--- src/rtl/q_row_fetch.sv ---
// rtl/q_row_fetch.sv - Q-table row reader: fetches N_ACT action values for a state and presents them in parallel.
// Optional Q_ROW_ARGMAX_EN adds a running sign-magnitude max (q_max/q_argmax) computed at capture.
module q_row_fetch #(
   parameter int STATE_W = 6,
   parameter int ACT_W   = 2,
   parameter int DATA_W  = 16,
   parameter int RAM_LAT = 1,
   localparam int N_ACT  = 2**ACT_W,
   localparam int AW     = STATE_W + ACT_W
) (
   input  logic                    clk,
   input  logic                    rst,
   input  logic                    req_valid,
   output logic                    req_ready,
   input  logic [STATE_W-1:0]      req_state,
   output logic                    ram_en,
   output logic [AW-1:0]           ram_addr,
   input  logic [DATA_W-1:0]       ram_rdata,
   output logic                    q_valid,
   input  logic                    q_ready,
   output logic [N_ACT*DATA_W-1:0] q_row,
`ifdef Q_ROW_ARGMAX_EN
   output logic [DATA_W-1:0]       q_max,
   output logic [ACT_W-1:0]        q_argmax,
`endif
   output logic [STATE_W-1:0]      q_state
);

   typedef enum logic [1:0] {S_IDLE, S_ISSUE, S_DRAIN, S_HOLD} state_t;

   state_t                    state_q, state_d;
   logic [ACT_W-1:0]          issue_cnt_q, issue_cnt_d;
   logic [ACT_W-1:0]          cap_cnt_q;
   logic [RAM_LAT-1:0]        vpipe_q;
   logic [AW-1:0]             addr_q;
   logic [STATE_W-1:0]        q_state_q;
   logic [N_ACT*DATA_W-1:0]   q_row_q;
   logic                      accept;
   logic                      capture;
   logic                      last_cap;

   assign accept   = req_valid && (state_q == S_IDLE);
   assign capture  = vpipe_q[RAM_LAT-1];
   assign last_cap = capture && (cap_cnt_q == ACT_W'(N_ACT-1));

   always_comb begin
      state_d     = state_q;
      issue_cnt_d = issue_cnt_q;
      req_ready   = 1'b0;
      ram_en      = 1'b0;
      q_valid     = 1'b0;
      case (state_q)
         S_IDLE: begin
            req_ready = 1'b1;
            if (req_valid) begin
               state_d     = S_ISSUE;
               issue_cnt_d = '0;
            end
         end
         S_ISSUE: begin
            ram_en      = 1'b1;
            issue_cnt_d = issue_cnt_q + 1'b1;
            if (issue_cnt_q == ACT_W'(N_ACT-1)) state_d = S_DRAIN;
         end
         S_DRAIN: begin
            if (last_cap) state_d = S_HOLD;
         end
         S_HOLD: begin
            q_valid = 1'b1;
            if (q_ready) state_d = S_IDLE;
         end
         default: state_d = S_IDLE;
      endcase
   end

   // Address is driven live while issuing and frozen at the last issued value otherwise.
   assign ram_addr = ram_en ? {q_state_q, issue_cnt_q} : addr_q;
   assign q_row    = q_row_q;
   assign q_state  = q_state_q;

   always_ff @(posedge clk or posedge rst) begin
      if (rst) begin
         state_q     <= S_IDLE;
         issue_cnt_q <= '0;
         cap_cnt_q   <= '0;
         vpipe_q     <= '0;
         addr_q      <= '0;
         q_state_q   <= '0;
         q_row_q     <= '0;
      end else begin
         state_q     <= state_d;
         issue_cnt_q <= issue_cnt_d;
         vpipe_q[0]  <= ram_en;
         for (int i = 1; i < RAM_LAT; i++) vpipe_q[i] <= vpipe_q[i-1];
         if (ram_en) addr_q <= ram_addr;
         if (accept) begin
            q_state_q <= req_state;
            cap_cnt_q <= '0;
         end else if (capture) begin
            q_row_q[cap_cnt_q*DATA_W +: DATA_W] <= ram_rdata;
            cap_cnt_q <= cap_cnt_q + 1'b1;
         end
      end
   end

`ifdef Q_ROW_ARGMAX_EN
   logic [DATA_W-1:0] max_q;
   logic [ACT_W-1:0]  argmax_q;
   logic              beats;

   // Positive beats negative; same sign compares raw magnitude; ties keep the earlier slot.
   always_comb begin
      if (ram_rdata[DATA_W-1] != max_q[DATA_W-1]) beats = ~ram_rdata[DATA_W-1];
      else beats = ram_rdata[DATA_W-2:0] > max_q[DATA_W-2:0];
   end

   always_ff @(posedge clk or posedge rst) begin
      if (rst) begin
         max_q    <= '0;
         argmax_q <= '0;
      end else if (accept) begin
         max_q    <= '0;
         argmax_q <= '0;
      end else if (capture && ((cap_cnt_q == '0) || beats)) begin
         max_q    <= ram_rdata;
         argmax_q <= cap_cnt_q;
      end
   end

   assign q_max    = max_q;
   assign q_argmax = argmax_q;
`endif

endmodule

--- config.mk ---
export PLATFORM = sky130hd
export DESIGN_NAME = q_row_fetch
export DESIGN_NICKNAME = d
export VERILOG_FILES = /design/src/rtl/q_row_fetch.sv
export SDC_FILE = /design/constraint.sdc
export NUM_CORES = 1
export LEC_CHECK = 0
export ABC_AREA = 1
export CORE_ASPECT_RATIO = 2
export CORE_MARGIN = 2
export CORE_UTILIZATION = 48
export DETAILED_ROUTE_END_ITERATION = 7
export PLACE_DENSITY = 0.77
export SETUP_SLACK_MARGIN = 0.15
export SLEW_MARGIN = 40
export SYNTH_ARGS = -nofsm -noshare
export SYNTH_HDL_FRONTEND = slang
export SYNTH_SLANG_ARGS = --single-unit
--- constraint.sdc ---
create_clock -name clk -period 3.15 [get_ports clk]
set_clock_uncertainty 0.2 [all_clocks]
set_input_delay 0.4725 -clock clk [delete_from_list [all_inputs] [get_ports clk]]
set_output_delay 0.4725 -clock clk [all_outputs]
set_load 0.02 [all_outputs]
## Yosys cells after proc, flatten, opt, wreduce, memory -nomap -nowiden

Cells that the tools add are included.

- Register bits after elaboration: 85
- Bits of input ports: 26
- Output and inout bits: 81
- Word-level logic and storage cells: 44

- Reduce and logical (&&, ||, !) cells: 8
- Bitwise logic cells: 1
- Multiplexer cells: 14
- Add/subtract/negate cells: 3
- Shifts and indexed selects: 2
- Equality and inequality tests: 9

Operators by type and width:

| cell | count |
|---|---|
| $bwmux W64 | 1 |
| $shift A16 B34 Y64 const A | 1 |
| $shiftx A16 B34 Y64 | 1 |
| $neg A6 Y34 | 1 |
| $mux W2 | 7 |
| $eq A2 B2 Y1 const B | 4 |
| $mux W8 | 1 |
| $ne A2 B2 Y1 const B | 4 |
| $pmux W2 S4 | 1 |
| $add A2 B1 Y2 const B | 2 |
| $pmux W2 S2 | 1 |
| $reduce_and A2 Y1 | 2 |
| $reduce_and A4 Y1 | 1 |
| $reduce_bool A2 Y1 | 2 |
| $mux W1 | 3 |
| $eq A2 B1 Y1 const B | 1 |
| $logic_and A1 B1 Y1 | 2 |
| $logic_not A2 Y1 | 1 |
| $not A1 Y1 | 1 |

## Depth between registers and ports, before layout

- Word-level depth: 4
- Mapped depth: 9
- Gate-level depth less buffers: 8

## Worst setup path before layout

Ideal clock, no wire load.

- Path kind: register -> output
- Start point: register state_q[1]
- End point: output port ram_addr[1]
- Arrival: 1705 ps
- Required time: 2477 ps
- Cell stages (with the launch flop): 7
- Buffers on the path: 2
- Path slack: 772 ps
- Path through: dfrtp_1 > inv_1 > ha_1 > buf_2 > inv_1 > buf_2 > o21ai_0

- Longest elaborated chain between the ends: 3

RTL lines:

| what | line | text |
|---|---|---|
| from (decl) | 31 | `state_t state_q, state_d;` |
| from (signal assigned) | 91 | `state_q <= state_d;` |
| $eq A2 B1 Y1 | 52 | `case (state_q)` |
| $mux W1 | 52 |  |
| named net ram_en | 16 | `output logic ram_en,` |
| $mux W8 | 77 | `assign ram_addr = ram_en ? {q_state_q, issue_cnt_q} : addr_q;` |
| to (decl) | 17 | `output logic [AW-1:0] ram_addr,` |

The timed path passes the listed nets, and every way through them passes these cells.

## Worst setup path in the final report

- Start point: register state_q[1]
- End point: output port ram_addr[1]

- Longest elaborated chain between the ends: 3

RTL lines:

| what | line |
|---|---|
| $eq A2 B1 Y1 | 52 |
| $mux W1 | 52 |
| $mux W8 | 77 |

No other way between the ends.

==> impl_metrics.csv <==
group,metric,value,unit
pwr,ir_worst_vdd,0.637,mV
synthesis,synth-seq-cells,85,
global_route,grtUsageTotal,24.1,%
synthesis,synth_top_cell_area_share,56.7,%
cts,postCtsSetupBuffers,0,
worst_setup_path,crit_chain,"inv_1 > ha_1 > inv_1 > nand2_1 > o21ai_0 > clkdlybuf4s50_1",
pwr,power_density,937,nW/um2
final_layout,nets,572,
pwr,total_power,4.81,mW
worst_setup_path,cp_slowest_cell,"clkdlybuf4s50_1",
sta,worstMarginPinSlew,597,ps
final_layout,final_cell_mix,"184 x nand2_1, 106 x clkdlybuf4s50_1, 85 x dfrtp_1, 39 x nand3_1, 32 x o21ai_1",
floorplan,die_w,66.5,um
routing,firstDrtPassIters,4,
routing,drc_errors,0,
worst_setup_path,critPathMostFrequentCell,"inv_1",
synthesis,synthesis.area,3750,um2
synthesis,yosysSeqAreaShare,56.7,%
worst_setup_path,path_max_fanout,11,
sta,holdWs,268,ps
routing,wl_per_cell,15.1,um
final_layout,diodes,0,
routing,routed_wl,9530,um
routing,vias,3242,
synthesis,synth_cell_types,21,
cts,clock_tree.buffer_depth,2,
pwr,p_leak,2.42,nW
global_route,globalRoute.totalOverflow,0,
min_path,hp-class,"flip-flop to flip-flop",
global_route,grt_pass1_wl,15400,um
cts,cts_root_buf,"clkbuf_16",
global_route,grt_pass1_vias,3149,
floorplan,dieHeight,129,um
cts,cts_tree,"yes",
cts,clock-sinks,85,
place,place_hpwl,7100,um
sta,fin_crit,2780,ps
cts,cts_buffers,9,
worst_setup_path,max_stage_delay,630,ps
synthesis,postSynthCellCount,433,
min_path,holdPathStages,2,
floorplan,start_util,49.4,%
sta,hold_viol_final,0,
cts,ctsHtreeMaxLevel,3,
worst_setup_path,crit_arrival,2110,ps
place,gpl.final_weighted_congestion,0.850,
place,portBuffers,106,
worst_setup_path,crit_type,"flip-flop to primary output",
sta,tns,0,ps
routing,antenna_left,0,
synthesis,synthTopCellsByArea,"dfrtp_1 57%, nand2_1 18%, nand3_1 5.2%",
synthesis,ys_warn_count,0,
routing,drtIter0Drc,268,
floorplan,num_io_pins,107,
sta,slew_viol_final,0,
synthesis,avgSynthCellArea,8.67,um2
run_status,status,"complete, no violations",
sta,setup_violations,0,
sta,max_freq,0.360,GHz
worst_setup_path,crit_required,2480,ps
floorplan,dieArea,8580,um2
job,cap_violations,0,
global_route,grt_max_degree,45,
sta,fin_crit_sh,88.3,%
sta,max-slew-margin-rel,60.1,%
cts,clk_latency,330,ps
synthesis,syn_nets,470,
worst_setup_path,r2r_cells,8,
worst_setup_path,critPathLaunchType,"flip-flop",
final_layout,layout_commonest_cell,"nand2_1",
global_route,antenna_found_initial,0,
cts,clkTransAtPathRegs,60,ps
cts,cts_resized,0,
floorplan,core-area,7600,um2
final_layout,syn2layout_area_growth,36.8,%
synthesis,yosysTopAreaCell,"dfrtp_1",
sta,rsz0062_at_grt,"false",
final_layout,layout-drive-gt1-share,6.13,%
final_layout,fillers,648,
cts,cts_hold_buf,0,
floorplan,row_count,45,
worst_setup_path,critPathCaptureType,"primary output",
routing,routed_via_density,5.13,
[routing by layer]
metal  up-vias  track usage [%]  wire [um]
met2       114             42.0       5080
met3        23             3.13        462
met5         -                0          0
met1      1526             27.3       3570
met4         0             14.8        414
li1       1579                -          -
[cell usage after synthesis]
cell and n:
nand2_1 184, dfrtp_1 85, nand3_1 39, o21ai_1 32, nor2_1 17, inv_1 14, o21ai_0 12, ha_1 11
buf_2 10, buf_4 6, nand2_2 6, inv_2 4, buf_6 2, nor2_2 2, nor2_4 2, o21bai_1 2
clkinv_1 1, nand4_2 1, nor3_4 1, o22ai_1 1, or2_2 1
[sequential cells by signal, indices dropped and copies added (netlist names)]
| signal | cells |
|---|---|
| addr_q | 8 |
| cap_cnt_q | 2 |
| capture | 1 |
| issue_cnt_q | 2 |
| q_row | 64 |
| q_state | 6 |
| state_q | 2 |
[where the power goes]
group | switching (mW) | leakage (nW) | internal [mW]
sequential | 0.205 | 1.15 | 1.41
clock | 0.391 | 0.139 | 0.626
combinational | 1.31 | 1.13 | 0.874
[path summary, 6_finish.rpt]
check | slack, ps | startpoint | to
max | 370 | state_q[1] | ram_addr[1]
min | 270 | addr_q[5] | addr_q[5]
max reg2reg | 800 | state_q[0] | q_row[15]
min reg2reg | 270 | addr_q[5] | addr_q[5]
max in group asynchronous | 1790 | rst | q_row[28]
min in group asynchronous | 350 | rst | q_row[36]
[final cells by class]
cell class	count	area [um2]	area share, %
tap	94	118	2.29
sequential	85	2130	41.4
multi-input combinational	311	1440	28.0
clock inverter	2	35.0	0.683
inverter	19	73.8	1.44
timing repair buffer	109	1100	21.4
clock buffer	12	246	4.80
[cells by family after synthesis]
| group | count (synthesis) | synth area share, % |
|---|---|---|
| simple gates | 253 | 28.2 |
| buf+inv | 37 | 5.03 |
| fa+ha+maj | 11 | 3.67 |
| flops | 85 | 56.7 |
| compound gates | 47 | 6.44 |
[worst max-delay path, delay by kind of cell, from the launching register on]
kind,cells,cell delay (ps)
buffers and inverters,3,980
DFF,1,380
adders and majority gates,1,200
and+or+nand+nor,1,110
AOI/OAI and AO/OA,1,100
[metrics by stage]
stage,cell area [um2],std cells,setup WS (ps),util (%)
2_1_floorplan,3750,433,284,-
3_3_place_gp,4850,618,705,63.8
3_5_place_dp,4850,618,647,63.8
4_1_cts,5130,632,336,67.5
5_1_grt,5130,632,252,67.5
6_report,5130,632,370,67.5
No activity file was read; power rests on OpenSTA's default activity.
